`src/rtl/mul_seq_pkg.sv`:
```
// Shared encodings and sizing helper for the sequential multiplier.
// Consumed by mul_int_seq_ctrl; no logic of its own.
// Not applicable.
package mul_seq_pkg;

    localparam logic [1:0] ST_IDLE = 2'd0;
    localparam logic [1:0] ST_RUN  = 2'd1;
    localparam logic [1:0] ST_DONE = 2'd2;

    // Counter must be able to represent WIDTH itself, hence WIDTH+1.
    function automatic int cnt_w(input int width);
        return $clog2(width + 1);
    endfunction

endpackage

```
`src/rtl/adder_nbit.sv`:
```
// Unsigned WIDTH-bit adder; carry-out is dropped so the sum wraps mod 2^WIDTH.
// Latency: combinational, zero cycles.
// Backpressure: none, pure function of its inputs.
module adder_nbit #(
    parameter int WIDTH = 8
) (
    input  logic [WIDTH-1:0] a,
    input  logic [WIDTH-1:0] b,
    output logic [WIDTH-1:0] sum
);

    assign sum = a + b;

endmodule

```
`src/rtl/mul_int_seq_ctrl.sv`:
```
// Serial shift-add multiplier returning (A*B) mod 2^WIDTH through one shared adder.
// Latency: out_valid rises exactly WIDTH cycles after the accepting edge.
// Backpressure: in_ready only in IDLE; result held in DONE until out_ready.
module mul_int_seq_ctrl
    import mul_seq_pkg::*;
#(
    parameter int WIDTH = 8
) (
    input  logic             clk,
    input  logic             rst_n,
    input  logic             in_valid,
    output logic             in_ready,
    input  logic [WIDTH-1:0] A,
    input  logic [WIDTH-1:0] B,
    output logic             out_valid,
    input  logic             out_ready,
    output logic [WIDTH-1:0] P,
    output logic             busy
);

    localparam int CNT_W = cnt_w(WIDTH);

    logic [1:0]       state;
    logic [CNT_W-1:0] cnt;
    logic [WIDTH-1:0] mcand;
    logic [WIDTH-1:0] mplier;
    logic [WIDTH-1:0] acc;
    logic [WIDTH-1:0] p_q;
    logic [WIDTH-1:0] addend;
    logic [WIDTH-1:0] sum;
    logic             accept;
    logic             last_iter;

    assign accept    = in_valid && (state == ST_IDLE);
    assign last_iter = (state == ST_RUN) && (cnt == CNT_W'(WIDTH - 1));
    assign addend    = mplier[0] ? mcand : '0;

    adder_nbit #(.WIDTH(WIDTH)) u_adder (
        .a   (acc),
        .b   (addend),
        .sum (sum)
    );

    always_ff @(posedge clk or negedge rst_n) begin
        if (!rst_n) begin
            state <= ST_IDLE;
            cnt   <= '0;
        end else begin
            case (state)
                ST_IDLE: begin
                    if (in_valid) begin
                        state <= ST_RUN;
                        cnt   <= '0;
                    end
                end
                ST_RUN: begin
                    cnt <= cnt + CNT_W'(1);
                    if (cnt == CNT_W'(WIDTH - 1)) begin
                        state <= ST_DONE;
                    end
                end
                ST_DONE: begin
                    if (out_ready) begin
                        state <= ST_IDLE;
                    end
                end
                default: state <= ST_IDLE;
            endcase
        end
    end

    // p_q is separate from acc so P keeps the last product while a new run clears acc.
    always_ff @(posedge clk or negedge rst_n) begin
        if (!rst_n) begin
            mcand  <= '0;
            mplier <= '0;
            acc    <= '0;
            p_q    <= '0;
        end else if (accept) begin
            mcand  <= A;
            mplier <= B;
            acc    <= '0;
        end else if (state == ST_RUN) begin
            acc    <= sum;
            mcand  <= {mcand[WIDTH-2:0], 1'b0};
            mplier <= {1'b0, mplier[WIDTH-1:1]};
            if (last_iter) begin
                p_q <= sum;
            end
        end
    end

    assign in_ready  = (state == ST_IDLE);
    assign out_valid = (state == ST_DONE);
    assign busy      = (state == ST_RUN) || (state == ST_DONE);
    assign P         = p_q;

endmodule

```
`config.mk`:
```
export PLATFORM = sky130hd
export DESIGN_NAME = mul_int_seq_ctrl
export DESIGN_NICKNAME = d
export VERILOG_FILES = /design/src/rtl/mul_seq_pkg.sv /design/src/rtl/adder_nbit.sv /design/src/rtl/mul_int_seq_ctrl.sv
export SDC_FILE = /design/constraint.sdc
export NUM_CORES = 1
export LEC_CHECK = 0
export ABC_AREA = 1
export CORE_MARGIN = 2
export CORE_UTILIZATION = 57
export CTS_CLUSTER_DIAMETER = 60
export DETAILED_ROUTE_END_ITERATION = 7
export PLACE_DENSITY = 0.84
export SLEW_MARGIN = 20
export SYNTH_ARGS = -nofsm -noshare
export SYNTH_HDL_FRONTEND = slang
export SYNTH_SLANG_ARGS = --single-unit
export TNS_END_PERCENT = 20
```
`constraint.sdc`:
```
create_clock -name clk -period 3.2 [get_ports clk]
set_input_delay 0.64 -clock clk [delete_from_list [all_inputs] [get_ports clk]]
set_output_delay 0.64 -clock clk [all_outputs]
set_load 0.005 [all_outputs]
```
After elaboration in Yosys (flattened, before gate mapping)
Cells that the tools add are included.
- $add $sub $neg: 2
- multipliers: 0
- divide/modulo/power cells: 0
- $lt $le $gt $ge: 0
- equal/unequal tests: 6
- shift-type cells: 0
- mux-type cells: 13
- bitwise logic cells: 1
- reduce and logical (&&, ||, !) cells: 9
- operators with widths (cell ; number):
    $mux 8 ; 7
    $add 8x8->8 ; 1
    $pmux 4 s2 ; 1
    $mux 2 ; 3
    $pmux 2 s3 ; 1
    $reduce_and 3->1 ; 2
    $add 4x1->4 const B ; 1
    $eq 4x3->1 const B ; 1
    $mux 4 ; 1
    $ne 2x2->1 const B ; 2
    $reduce_bool 2->1 ; 2
    $eq 2x1->1 const B ; 1
    $eq 2x2->1 const B ; 1
    $logic_and 1x1->1 ; 2
    $logic_not 2->1 ; 1
    $ne 2x1->1 const B ; 1
    $reduce_and 2->1 ; 1
    $logic_or 1x1->1 ; 1
    $not 1->1 ; 1
- register bits: 38
- bits in latches: 0
- bits in writable memories: 0
- ROM bits: 0
- input bits: 20
- output and inout port bits: 11
- memories kept: 0

Logic depth before layout (Yosys ltp)
- word-level depth: 4
- mapped depth: 12
- depth with buffers taken out: 11

Modules after synthesis
From an unflattened synthesis, not the netlist that was laid out.
- cells, all modules: 284
- area total of the unflattened synthesis: 2209.6 um2
- by module, submodules not included (module ; instances ; cells an instance ; area an instance (um2) ; seq. area each (um2)):
    mul_int_seq_ctrl ; 1 ; 224 ; 1848.0 ; 950.9
    adder_nbit ; 1 ; 60 ; 361.6 ; 0.0

Worst setup path after synthesis
OpenSTA, ideal clock, no wires.
- path kind: reg-to-reg
- start point: register mplier[0]
- end point: register acc[4]
- setup time: 116 ps
- arrival: 1518 ps
- path slack: 1566 ps
- cell stages (with the launch flop): 12
- path buffers: 1
- period minus slack after synthesis: 1634 ps
- cell sequence: dfrtp_1 -> buf_2 -> nand2_1 -> inv_1 -> ha_1 -> inv_1 -> fa_1 -> nor2_1 -> nor2_1 -> xnor2_1 -> nand2_1 -> nand2_1
- cells in the longest elaborated chain, start to end: 4
- ends and longest elaborated chain (what ; RTL line ; source):
    start, declared ; mul_int_seq_ctrl.sv:26 ; logic [WIDTH-1:0] mplier;
    start signal, assigned ; mul_int_seq_ctrl.sv:86 ; mplier <= {1'b0, mplier[WIDTH-1:1]};
    $mux 8 ; mul_int_seq_ctrl.sv:36 ; assign addend = mplier[0] ? mcand : '0;
    $add 8x8->8 ; adder_nbit.sv:12 ; assign sum = a + b;
    $mux 8 ; mul_int_seq_ctrl.sv:83 ; end else if (state == ST_RUN) begin
    $mux 8 ; mul_int_seq_ctrl.sv:79 ; end else if (accept) begin
    end signal, assigned ; mul_int_seq_ctrl.sv:84 ; acc <= sum;
    end, declared ; mul_int_seq_ctrl.sv:27 ; logic [WIDTH-1:0] acc;
No other way between the ends. The select of a mux whose other input is x is not followed.
A chain may end at the register's enable or synchronous reset.

Final worst setup path
- start point: register state[0]
- end point: output port in_ready
- cells in the longest elaborated chain, start to end: 1
- ends and longest elaborated chain (what ; RTL line ; source):
    start, declared ; mul_int_seq_ctrl.sv:23 ; logic [1:0] state;
    start signal, assigned ; mul_int_seq_ctrl.sv:46 ; state <= ST_IDLE;
    start signal, assigned ; mul_int_seq_ctrl.sv:52 ; state <= ST_RUN;
    start signal, assigned ; mul_int_seq_ctrl.sv:59 ; state <= ST_DONE;
    $logic_not 2->1 ; mul_int_seq_ctrl.sv:93 ; assign in_ready = (state == ST_IDLE);
    end, declared ; mul_int_seq_ctrl.sv:12 ; output logic in_ready,
No other way between the ends.

==> flow_summary_export.csv <==
group,metric,value,unit
timing,slew_headroom,44.5,%
layout,fin_area,2400,um2
die,dieHeight,63.8,um
power_and_ir_drop,peakVddDrop,0.563,mV
setup_path,critical_path_class,"reg -> out",
logic_synthesis,synth_area_per_cell,8.14,um2
grt,first_global_vias,1582,
setup_path,worstReg2RegStart,"mplier[0]",
die,io_pins,31,
layout,fill_cells,268,
detailed_routing,firstDrtPassIters,4,
die,die_area,4070,um2
detailed_routing,final_antenna_net_count,0,
logic_synthesis,synth_top_area_share,46.7,%
layout,fin_util,70.9,%
power_and_ir_drop,power.share.sequential,41.1,%
logic_synthesis,ys_ff_latch,38,
cts,clk_path_buf_depth,2,
logic_synthesis,seq_area_frac_synth,46.7,%
layout,syn_to_final_growth,18.1,%
place,gp_congestion,0.846,
cts,post_cts.repair.setup_buffers,0,
die,die_w,63.8,um
run,drv_cap,0,
setup_path,cp-startpoint,"state[0]",
setup_path,cp_max_fo,4,
timing,fin_crit_sh,70.7,%
power_and_ir_drop,p_switching,0.735,mW
timing,setup_ws,0.937,ns
grt,grt_max_degree,39,
timing,skew,0.00839,ns
power_and_ir_drop,clkPwrFrac,14.0,%
layout,fin_cells,326,
cts,ctsResizeCount,0,
cts,cts_tree,"done",
detailed_routing,initialDrtViolationCount,71,
setup_path,cp.arrival,1.62,ns
timing,worst_slew_pin_slew,0.833,ns
die,start_util,60.1,%
timing,final-hold-violation-count,0,
layout,diodes,0,
setup_path,worstPathRequired,2.56,ns
detailed_routing,viasPerCell,5.06,
timing,min_period,2.26,ns
grt,grt_usage,21.3,%
cts,clockRootBuffer,"clkbuf_4",
grt,globalRoute.totalOverflow,0,
cts,ctsHtreeMaxLevel,2,
logic_synthesis,ys_top_cells_by_area,"dfrtp_1, nand2_1, inv_1",
timing,slew_viol_final,0,
place,dp_hpwl,2880,um
place,placed_area,2350,um2
status,outcome,"finished, final reports clean",
die,coreArea,3390,um2
min_path,hp-class,"in -> async",
detailed_routing,vias,1651,
power_and_ir_drop,switching_share,41.2,%
logic_synthesis,synth-warning-count,0,
cts,cts_sinks,38,
setup_path,cp-start-kind,"flip-flop",
power_and_ir_drop,leakage,1.25,nW
cts,clkLatencyLatePin,0.36,ns
cts,cts_buffers,5,
logic_synthesis,syn_nets,282,
place,pre_cts_ws,1.03,ns
detailed_routing,drt-total-wl,3900,um
logic_synthesis,synth.largest_area_cell,"dfrtp_1",
logic_synthesis,syn_inst,250,
timing,holdWs,0.373,ns
grt,grt_pass1_wl,6640,um
layout,final_nets,313,
logic_synthesis,synth.distinct_cells,26,
layout,post_route_cells_drive_above_1_share,6.43,%
power_and_ir_drop,p_int,1.05,mW
power_and_ir_drop,cellPowerDensity,741,nW/um2
power_and_ir_drop,comb_power_share,44.9,%
timing,fmax,0.442,GHz
grt,grt_antenna_before_repair,0,
timing,finalSetupViolCount,0,
cts,cts_hold_buf,0,
setup_path,critPathCaptureType,"output pin",
power_and_ir_drop,power,1.78,mW
place,place_inst,320,
place,port_buffers,30,
timing,rsz0062_at_grt,"false",
timing,setup-tns-final,0,ns
detailed_routing,wl_per_cell,12.0,um
detailed_routing,post-route-drc-count,0,
cts,path_clk_slew,0.10,ns
die,rows,21,
logic_synthesis,synth_area,2040,um2
## power groups by stage
stage          registers (mW)  clock network, mW  logic [mW]
5_1_grt                 0.748              0.272       0.920
3_5_place_dp            0.739                  0       0.805
3_3_place_gp            0.736                  0       0.771
4_1_cts                 0.731              0.253       0.808
2_1_floorplan           0.708                  0       0.609
6_report                0.732              0.249       0.801
## worst paths after layout
check                                 to  slack, ns  cells past startpoint
min in group clk                    P[6]       0.49                      2
worst max-delay path            in_ready       0.94                      3
worst min-delay path                P[6]       0.37                      1
worst min register to register      P[6]       0.49                      2
max in group asynchronous       mcand[4]       2.30                      1
worst max register to register      P[4]       1.14                     10
## Yosys cell counts
| cell type | n |
|---|---|
| o221ai_1 | 7 |
| o211ai_1 | 5 |
| buf_2 | 5 |
| buf_6 | 1 |
| nand2_1 | 86 |
| nand3_1 | 16 |
| o21ai_0 | 8 |
| nand2_2 | 1 |
| ha_1 | 11 |
| o22ai_1 | 3 |
| nor3_1 | 1 |
| dfrtp_1 | 38 |
| inv_2 | 4 |
| nor2_1 | 5 |
| a22o_1 | 1 |
| xnor2_1 | 3 |
| nand2_4 | 1 |
| nand4_1 | 1 |
| xor2_1 | 1 |
| fa_1 | 1 |
| o21ai_2 | 3 |
| o21ai_1 | 1 |
| a21oi_1 | 5 |
| or2_2 | 1 |
| nor2_4 | 1 |
| inv_1 | 40 |
## sequential cells by signal (all words and copies together) (netlist names)
register and cells:
state 2, acc 8, cnt 4, mplier 8, mcand 8, P 8
## cell families after synthesis
group           share of synthesized area (%)
xor+xnor                                 1.72
flops                                    46.7
buf+inv                                  9.89
fa+ha+maj                                7.74
simple gates                             23.0
compound gates                           10.9
## routing by layer
metal  up-vias  wire length, um  GRT usage [%]
li1        849                -              -
met1       765             1840           25.4
met2        29             1850           35.9
met3         8              133           4.93
met4         0               82           11.1
met5         -                0              0
## critical path: stages (launching register included)
cell and delay (ns):
dfrtp_1 0.41, inv_1 0.08, ha_1 0.25, clkdlybuf4s50_1 0.53
## area by class of cell
| type | count | area [um2] | area share, % |
|---|---|---|---|
| Clock buffer | 6 | 51.3 | 2.13 |
| Inverter | 44 | 165 | 6.87 |
| Multi-Input combinational cell | 162 | 883 | 36.8 |
| Sequential cell | 38 | 951 | 39.6 |
| Tap cell | 46 | 57.6 | 2.39 |
| Timing Repair Buffer | 30 | 295 | 12.3 |
## cell usage in the layout, fill, tap and decap left out
master	Yosys	routed
inv_1	40	40
clkbuf_8	0	1
nand4_1	1	1
a21oi_1	5	5
inv_2	4	4
buf_2	5	1
o21ai_1	1	1
o21ai_2	3	3
nor2_4	1	1
clkdlybuf4s50_1	0	29
nor2_1	5	5
ha_1	11	11
xor2_1	1	1
clkbuf_4	0	5
nor3_1	1	1
fa_1	1	1
or2_2	1	1
nand3_1	16	16
xnor2_1	3	3
o221ai_1	7	7
nand2_1	86	86
o22ai_1	3	3
nand2_2	1	1
a22o_1	1	1
o211ai_1	5	5
o21ai_0	8	8
dfrtp_1	38	38
nand2_4	1	1
No activity file was read; power rests on OpenSTA's default activity.
